**src/rtl/task_cmd_dispatcher.sv**
```systemverilog
// Queues upstream command words and issues them one at a time as single-cycle task starts
// into the clkA side of the clkA/clkB task-handshake crossing.
module task_cmd_dispatcher #(
   parameter int unsigned DATA_W  = 16,
   parameter int unsigned DEPTH   = 4,
   parameter int unsigned TIMEOUT = 1023
) (
   input  logic                     clkA,
   input  logic                     rst,
   input  logic                     cmd_valid,
   input  logic [DATA_W-1:0]        cmd_data,
   output logic                     cmd_ready,
   output logic                     task_start,
   input  logic                     task_busy,
   input  logic                     task_done,
   output logic [DATA_W-1:0]        task_data,
   output logic                     done_valid,
   output logic [DATA_W-1:0]        done_data,
   output logic                     timeout_err,
   output logic [$clog2(DEPTH):0]   fifo_count,
   output logic                     idle
);

   localparam int unsigned PtrW   = $clog2(DEPTH);
   localparam int unsigned CntW   = PtrW + 1;
   localparam int unsigned TimerW = (TIMEOUT == 0) ? 1 : $clog2(TIMEOUT + 1);
   localparam logic [TimerW-1:0] TimerLast = TimerW'(TIMEOUT - 1);

   typedef enum logic [1:0] {StIdle, StStart, StWait} state_t;

   state_t            state;
   logic [DATA_W-1:0] fifoMem [DEPTH];
   logic [PtrW-1:0]   wrPtr;
   logic [PtrW-1:0]   rdPtr;
   logic [TimerW-1:0] timer;
   logic              push;
   logic              pop;

   assign cmd_ready = (fifo_count < CntW'(DEPTH));
   assign push      = cmd_valid & cmd_ready;
   // The only pop point is the IDLE->START transition, gated by a quiet crossing.
   assign pop       = (state == StIdle) & (fifo_count != '0) & ~task_busy;
   assign idle      = (fifo_count == '0) & (state == StIdle) & ~task_busy;

   always_ff @(posedge clkA) begin
      if (push) begin
         fifoMem[wrPtr] <= cmd_data;
      end
   end

   always_ff @(posedge clkA or posedge rst) begin
      if (rst) begin
         wrPtr      <= '0;
         rdPtr      <= '0;
         fifo_count <= '0;
      end else begin
         if (push) begin
            wrPtr <= wrPtr + 1'b1;
         end
         if (pop) begin
            rdPtr <= rdPtr + 1'b1;
         end
         case ({push, pop})
            2'b10:   fifo_count <= fifo_count + 1'b1;
            2'b01:   fifo_count <= fifo_count - 1'b1;
            default: fifo_count <= fifo_count;
         endcase
      end
   end

   always_ff @(posedge clkA or posedge rst) begin
      if (rst) begin
         state       <= StIdle;
         task_start  <= 1'b0;
         task_data   <= '0;
         done_valid  <= 1'b0;
         done_data   <= '0;
         timeout_err <= 1'b0;
         timer       <= '0;
      end else begin
         task_start  <= 1'b0;
         done_valid  <= 1'b0;
         timeout_err <= 1'b0;
         case (state)
            StIdle: begin
               if (pop) begin
                  task_data  <= fifoMem[rdPtr];
                  task_start <= 1'b1;
                  state      <= StStart;
               end
            end
            StStart: begin
               timer <= '0;
               state <= StWait;
            end
            StWait: begin
               // Completion takes priority over a timeout landing in the same cycle.
               if (task_done) begin
                  done_valid <= 1'b1;
                  done_data  <= task_data;
                  state      <= StIdle;
               end else if ((TIMEOUT != 0) && (timer == TimerLast)) begin
                  timeout_err <= 1'b1;
                  state       <= StIdle;
               end else begin
                  timer <= timer + 1'b1;
               end
            end
            default: state <= StIdle;
         endcase
      end
   end

endmodule

```
**config.mk**
```make
export PLATFORM = sky130hd
export DESIGN_NAME = task_cmd_dispatcher
export DESIGN_NICKNAME = d
export VERILOG_FILES = /design/src/rtl/task_cmd_dispatcher.sv
export SDC_FILE = /design/constraint.sdc
export NUM_CORES = 1
export LEC_CHECK = 0
export CAP_MARGIN = 25
export CORE_ASPECT_RATIO = 1.25
export CORE_MARGIN = 5
export CORE_UTILIZATION = 59
export DETAILED_ROUTE_END_ITERATION = 8
export MAX_ROUTING_LAYER = met4
export PLACE_DENSITY_LB_ADDON = 0.12
export SETUP_SLACK_MARGIN = 0.4
export SLEW_MARGIN = 10
export SYNTH_ARGS = -nofsm -noshare
export SYNTH_HDL_FRONTEND = slang
export SYNTH_SLANG_ARGS = --single-unit
```
**constraint.sdc**
```tcl
create_clock -name clkA -period 3.9 [get_ports clkA]
set_input_delay 0.39 -clock clkA [delete_from_list [all_inputs] [get_ports clkA]]
set_output_delay 0.39 -clock clkA [all_outputs]
set_load 0.1 [all_outputs]
```
Yosys cells after proc, flatten, opt, wreduce, memory -nomap -nowiden

Memory sizes are Yosys's and may differ from the RTL's. A register that Yosys moved wholly into a read port is not among the register bits.
Cells that the tools add are included.

Memories kept: 1
Latch bits: 0
Memory bits (writable): 64
Flip-flop bits (word level): 38
Bits in read-only memories: 0
Bits of input ports: 21

Memory list:

| name    | depth | bits a word | read ports | clocked after memory_dff | wr ports | line | text |
|---|---|---|---|---|---|---|---|
| fifoMem | 4     | 16          | 1          | 1                        | 1        | 32   | `logic [DATA_W-1:0] fifoMem [DEPTH];` |

Eq/ne operators: 9
Shift operators: 0
$add $sub $neg: 5
Reductions and logical operators: 9
Divide/modulo/power cells: 0
Muxes and demuxes: 17
Bitwise gates (word level): 6
Order comparisons: 1
$mul: 0

Operators by type and width:

| kind                    | count |
|---|---|
| $mux W10                | 2 |
| $pmux W10 S2            | 1 |
| $add A10 B1 Y10 const B | 1 |
| $eq A10 B10 Y1 const B  | 1 |
| $mux W1                 | 9 |
| $mux W2                 | 3 |
| $ne A2 B2 Y1 const B    | 3 |
| $pmux W2 S3             | 1 |
| $pmux W3 S2             | 1 |
| $reduce_and A2 Y1       | 3 |
| $and A1 B1 Y1           | 5 |
| $add A2 B1 Y2 const B   | 2 |
| $eq A2 B1 Y1 const B    | 2 |
| $eq A2 B2 Y1 const B    | 2 |
| $reduce_bool A2 Y1      | 2 |
| $add A3 B1 Y3 const B   | 1 |
| $logic_not A3 Y1        | 1 |
| $lt A3 B3 Y1 const B    | 1 |
| $ne A3 B3 Y1 const B    | 1 |
| $reduce_and A3 Y1       | 1 |
| $reduce_bool A3 Y1      | 1 |
| $sub A3 B1 Y3 const B   | 1 |
| $logic_not A2 Y1        | 1 |
| $not A1 Y1              | 1 |

Depth between registers and ports, before layout

Gate-level depths: netlist (run 1).

Depth in word-level cells: 5
Gate-level depth with buffers: 9
Gate-level depth less buffers: 8

Least setup slack after synthesis (run 1)

Ideal clock, no wire load.

Path kind: register -> output
Start point: register fifo_count[2]
End point: output idle
Stages on the path, launching flop included: 3
Slack: -0.971 ns
Arrival: 4.481 ns
Cells stage by stage: dfrtp_1 nor3_1 nor4b_1

Cells in the longest elaborated chain, start to end: 3

RTL lines:

| element                    | line | text |
|---|---|---|
| start: declaration         | 20   | `output logic [$clog2(DEPTH):0] fifo_count,` |
| start signal: assignment   | 64   | `2'b10: fifo_count <= fifo_count + 1'b1;` |
| start signal: assignment   | 65   | `2'b01: fifo_count <= fifo_count - 1'b1;` |
| start signal: assignment   | 66   | `default: fifo_count <= fifo_count;` |
| $logic_not A3 Y1           | 43   | `assign idle = (fifo_count == '0) & (state == StIdle) & ~task_busy;` |
| $and A1 B1 Y1 (2 in a row) | 43   |  |
| end: declaration           | 21   | `output logic idle` |

Every way passes these cells.

Final worst setup path (run 1)

Start point: register fifo_count[2]
End point: output cmd_ready

Cells in the longest elaborated chain, start to end: 1

RTL lines:

| element          | line | text |
|---|---|---|
| $lt A3 B3 Y1     | 39   | `assign cmd_ready = (fifo_count < CntW'(DEPTH));` |
| end: declaration | 12   | `output logic cmd_ready,` |

Every way passes these cells.

==> results of run 1 <==
-- critical path, cell delays in order, from the launching register on --
cell             delay [ps]
dfrtp_1                 410
inv_1                   110
clkdlybuf4s50_1        1140
-- state kept, by name, summed over array words and instances (netlist names) --
| register | flops |
|---|---|
| fifo_count | 3 |
| rdPtr | 2 |
| timeout_err | 1 |
| task_data | 16 |
| fifoMem | 64 |
| wrPtr | 2 |
| done_valid | 1 |
| done_data | 16 |
| state | 2 |
| task_start | 1 |
| timer | 10 |
-- kinds of logic (layout without fill, tap and decap cells) --
| family | Yosys count | after routing | synth area share (%) |
|---|---|---|---|
| flip-flops | 118 | 118 | 69.7 |
| XOR/XNOR | 6 | 6 | 1.12 |
| buffers and inverters | 23 | 109 | 2.64 |
| AND/OR/NAND/NOR | 34 | 34 | 4.45 |
| AO/OA/AOI/OAI | 22 | 22 | 3.46 |
| adder cells (fa/ha/maj) | 8 | 8 | 2.29 |
| multiplexers | 50 | 50 | 16.3 |
-- final cells by class --
type	count	area [um2]
inverters	13	48.8
multi-input cells	120	1310
repair buffers	64	661
well taps	95	119
clock buffers	17	414
clock inverters	15	178
flip-flops and latches	118	3270
fillers	440	1790
-- through the flow --
stage	worst slack (ps)	instance area, um2	instances	util [%]	hold slack, ps
after floorplan	413	4700	261	-	448
after global placement	1320	5360	408	68.8	466
after detailed placement	1270	5410	410	69.4	475
after CTS	1300	6000	442	77.0	278
after global routing	1270	6000	442	77.0	322
final	1340	6000	442	77.0	275
-- path summary, 6_finish.rpt --
kind                       cells past startpoint            end     startpoint
hold reg to reg                                1       timer[9]       timer[9]
setup / recovery                               2      cmd_ready  fifo_count[2]
setup reg to reg                               8  fifo_count[2]       state[1]
hold / removal                                 2       state[0]            rst
max in group asynchronous                      3       timer[7]            rst
min in group clkA                              1       timer[9]       timer[9]
-- synth_stat cells --
master,instances,share of area [%]
buf_1,1,0.080
o211ai_1,3,0.48
a22oi_1,2,0.32
o41ai_1,4,0.75
dfrtp_1,54,29
fa_1,1,0.43
buf_8,1,0.32
xor2_1,2,0.37
or3_1,1,0.13
nor2_1,2,0.16
and2_1,4,0.53
nand3b_1,1,0.16
nand3_1,4,0.43
nor4_1,4,0.53
clkbuf_1,1,0.080
nand2_4,1,0.24
o31ai_1,3,0.48
o21bai_1,1,0.16
mux2_2,25,6.0
nor4_4,1,0.45
buf_2,3,0.32
nor3_1,4,0.43
ha_1,7,1.9
nor2b_1,1,0.13
nor4b_1,1,0.19
inv_1,13,1.0
edfxtp_1,64,41
buf_6,2,0.48
buf_4,2,0.32
xnor2_1,4,0.75
mux2_4,7,2.2
nand4_1,3,0.40
mux2i_1,2,0.43
nand2_1,6,0.48
o311ai_0,4,0.75
mux4_2,16,7.7
o21ai_0,5,0.53
and2b_2,1,0.19
-- placed cells by master, fill, tap and decap left out, types with 2 or more instances in the layout --
cell	Yosys	routed
bufinv_16	0	3
mux4_2	16	16
nand4_1	3	3
mux2_2	25	25
inv_1	13	12
a22oi_1	2	2
o31ai_1	3	3
o41ai_1	4	4
buf_4	2	3
clkinv_4	0	3
nand3_1	4	4
xnor2_1	4	4
nor4_1	4	4
dfrtp_1	54	54
o211ai_1	3	3
clkbuf_16	0	16
nor2_1	2	2
mux2i_1	2	2
nor3_1	4	4
nand2_1	6	6
clkdlybuf4s50_1	0	59
xor2_1	2	2
clkinvlp_4	0	2
mux2_4	7	7
o311ai_0	4	4
inv_6	0	3
and2_1	4	4
ha_1	7	7
clkinv_2	0	4
o21ai_0	5	5
edfxtp_1	64	64
-- routing by layer --
layer,vias to the layer above,GRT usage (%)
met5,-,-
met4,0,7.02
met3,6,6.16
met2,67,32.1
met1,1316,21.9
li1,1160,-
==> flow_metrics.env, run 1 <==
export IMPL_status="completed"
export IMPL_cts_tree="built"
export IMPL_cts_made_buffers=17
export IMPL_final_setup_tns_ps=0
export IMPL_portBuffers=60
export IMPL_r2r_setup_slack_ps=1580
export IMPL_met1_length_um=3540
export IMPL_syn_inst=261
export IMPL_cts_root_buf="clkbuf_8"
export IMPL_n_antenna_cell=0
export IMPL_worstMarginPinSlew_ps=1010
export IMPL_cp_required_ps=3510
export IMPL_gp_congestion=0.806
export IMPL_grt_pass1_wl_um=13800
export IMPL_route_met3_wl_um=332
export IMPL_endpoint_kind="output pin"
export IMPL_syn_nets=290
export IMPL_cts_clk_slew_worst_paths_ps=60
export IMPL_grt_pass1_vias=2660
export IMPL_period_minus_slack_ps=2560
export IMPL_core_region_area_um2=7790
export IMPL_yosysWarnings=0
export IMPL_dr_pass1_iters=4
export IMPL_cts_sinks=118
export IMPL_die_h_um=110
export IMPL_clk_insertion_delay_late_ps=510
export IMPL_synth_seq_area_share_pct=69.7
export IMPL_wl_met2_um=4520
export IMPL_viasPerCell=5.77
export IMPL_grt_max_degree=29
export IMPL_routed_wirelength_um=8470
export IMPL_avgSynthCellArea_um2=18.0
export IMPL_grt_util_all_layers_pct=19.2
export IMPL_crit_arrival_ps=2170
export IMPL_placementRows=36
export IMPL_h_tree_depth=4
export IMPL_cts_setup_buffers=0
export IMPL_syn_to_final_growth_pct=27.7
export IMPL_cts_resized=0
export IMPL_overflow=0
export IMPL_avgRoutedWirePerCell_um=19.2
export IMPL_cp_start_kind="flop"
export IMPL_post_dp_hpwl_um=5550
export IMPL_post_route_drc_count=0
export IMPL_fin_crit_sh_pct=65.7
export IMPL_slew_headroom_pct=32.3
export IMPL_nets=363
export IMPL_num_vias=2549
export IMPL_layout_drive_gt1_share_pct=25.9
export IMPL_antenna_found_initial=0
export IMPL_fp_dieArea_um2=9850
export IMPL_finalHoldViolations=0
export IMPL_cap_violations=0
export IMPL_routed_top_layer="met4"
export IMPL_postCtsHoldBufs=0
export IMPL_postRouteAntennaNets=0
export IMPL_clockBufferDepth=2
export IMPL_final_max_slew_violation_count=0
export IMPL_synthDistinctLibCells=38
export IMPL_path_max_fanout=4
export IMPL_synth_cell_area_um2=4700
export IMPL_ys_seq_elements=118
export IMPL_drtIter0Drc=148
export IMPL_die_w_um=89.8
export IMPL_rsz0062_at_grt="no"
export IMPL_max_freq_ghz=0.390
export IMPL_worst_setup_path_type="flop to output pin"
export IMPL_hold_path_class="input pin to asynchronous set/reset pin"
export IMPL_io_pins=61
export IMPL_setup_viol=0
export IMPL_initial_utilization_pct=60.3
export IMPL_skew_ps=24.5
Power of run 1 is not shown: default switching activity piles up to over one toggle a cycle in this logic, so the estimate is an artifact.
==> inputs of run 2 (changes only) <==
- CORE_UTILIZATION: 59 -> 49
- clock period: 3.9 -> 2.1 ns (I/O delays scaled with it)
==> run 2 against run 1 <==
First-iteration DRC count fell by 26%. Flip-flop and latch count did not move. Highest routed layer unchanged. Sequential share of layout area fell by 3.1 points. Setup slack got worse by 1100 ps. Routed wire length fell by 1.5%. Die area rose by 18%. Core utilization fell by 10 points. Register-to-register slack got worse by 1200 ps. Count of clock-buffer cells in the layout did not move. Global-route usage fell by 3.2 points. Critical path type unchanged. Final cell count rose by 12%. Critical path depth rose by 1. Critical endpoint is now idle.
==> flow_metrics.env, run 2 (synthesis results as in run 1) <==
export IMPL_initial_utilization_pct=49.4
export IMPL_avgRoutedWirePerCell_um=16.8
export IMPL_viasPerCell=5.21
export IMPL_finalHoldViolations=0
export IMPL_period_minus_slack_ps=1830
export IMPL_n_antenna_cell=0
export IMPL_skew_ps=5.39
export IMPL_syn_to_final_growth_pct=35.7
export IMPL_fin_crit_sh_pct=87.0
export IMPL_largest_reg_flops=64
export IMPL_cap_violations=0
export IMPL_io_pins=61
export IMPL_h_tree_depth=4
export IMPL_path_max_fanout=3
export IMPL_worstMarginPinSlew_ps=411
export IMPL_antenna_found_initial=0
export IMPL_r2r_setup_slack_ps=360
export IMPL_slew_headroom_pct=72.6
export IMPL_endpoint_kind="output pin"
export IMPL_crit_arrival_ps=1620
export IMPL_layout_drive_gt1_share_pct=46.2
export IMPL_hold_path_class="input pin to asynchronous set/reset pin"
export IMPL_cp_start_kind="flop"
export IMPL_mostFrequentLayoutCell="edfxtp_1"
export IMPL_regMostFlops="fifoMem"
export IMPL_gp_congestion=0.816
export IMPL_final_max_slew_violation_count=0
export IMPL_design_area_um2=6370
export IMPL_clockBufferDepth=2
export IMPL_grt_pass1_wl_um=13800
export IMPL_max_freq_ghz=0.548
export IMPL_core_region_area_um2=9510
export IMPL_portBuffers=60
export IMPL_postRouteAntennaNets=0
export IMPL_nFillCells=686
export IMPL_routed_wirelength_um=8350
export IMPL_dr_pass1_iters=7
export IMPL_grt_util_all_layers_pct=16.1
export IMPL_overflow=0
export IMPL_clk_insertion_delay_late_ps=400
export IMPL_post_route_drc_count=0
export IMPL_place_area_um2=5530
export IMPL_layout_common_cells="edfxtp_1, buf_4, dfrtp_1"
export IMPL_grt_max_degree=37
export IMPL_grt_pass1_vias=2626
export IMPL_drtIter0Drc=109
export IMPL_setup_viol=0
export IMPL_final_setup_tns_ps=0
export IMPL_cts_tree="built"
export IMPL_worst_setup_path_type="flop to output pin"
export IMPL_cts_clk_slew_worst_paths_ps=60
export IMPL_reg_top3="fifoMem x64, done_data x16, task_data x16"
export IMPL_num_vias=2584
export IMPL_nets=386
export IMPL_rsz0062_at_grt="yes"
export IMPL_cts_made_buffers=17
export IMPL_cts_sinks=118
export IMPL_die_w_um=97.6
export IMPL_status="completed"
export IMPL_fp_dieArea_um2=11700
export IMPL_cp_required_ps=1890
export IMPL_die_h_um=119
export IMPL_cts_root_buf="clkbuf_16"
export IMPL_post_dp_hpwl_um=5430
export IMPL_placementRows=40
[run 2: final timing paths]
path,from,endpoint,depth (start not counted)
max reg2reg,state[0],fifo_count[2],7
max in group asynchronous,rst,timer[0],3
min reg2reg,timer[7],timer[7],1
min,rst,task_data[1],2
max,fifo_count[2],idle,3
min in group clkA,cmd_data[3],fifoMem[3][3],1
[run 2: stage by stage]
step	instances	utilization, %	hold WS, ps	setup WS [ps]
3_3_place_gp	451	58.2	466	165
5_1_grt	496	67.0	163	202
2_1_floorplan	261	-	281	-453
4_1_cts	491	66.4	123	226
6_report	496	67.0	118	274
3_5_place_dp	451	58.2	469	134
[run 2: metal layers]
metal	track usage, %	vias up	share of wire [%]
li1	-	1210	-
met1	20.0	1302	43
met2	24.0	61	52
met3	5.21	11	4.0
met4	7.45	0	1.4
met5	-	-	0
[run 2: area by class of cell]
type                    count  area [um2]  share of cell area (%)
repair buffers             87         807                    12.7
clock inverters            15         275                    4.32
multi-input cells         120        1380                    21.6
inverters                  13        48.8                   0.766
clock buffers              17         425                    6.68
flip-flops and latches    118        3280                    51.5
well taps                 126         158                    2.47
[run 2: what timing repair did]
| action | CTS | global route |
|---|---|---|
| resized for setup | 6 | 7 |
| hold endpoints to repair | 0 | 0 |
| hold buffers | 0 | 0 |
| buffers inserted | 8 | 5 |
| pin swaps | 5 | 4 |
| setup endpoints to repair | 20 | 29 |
[run 2: critical path, cell delays in order (launching register included)]
cell and delay [ps]:
dfrtp_2 420, nor3_4 280, nor4b_4 300, buf_12 210
Power of run 2 is left out for the same reason.
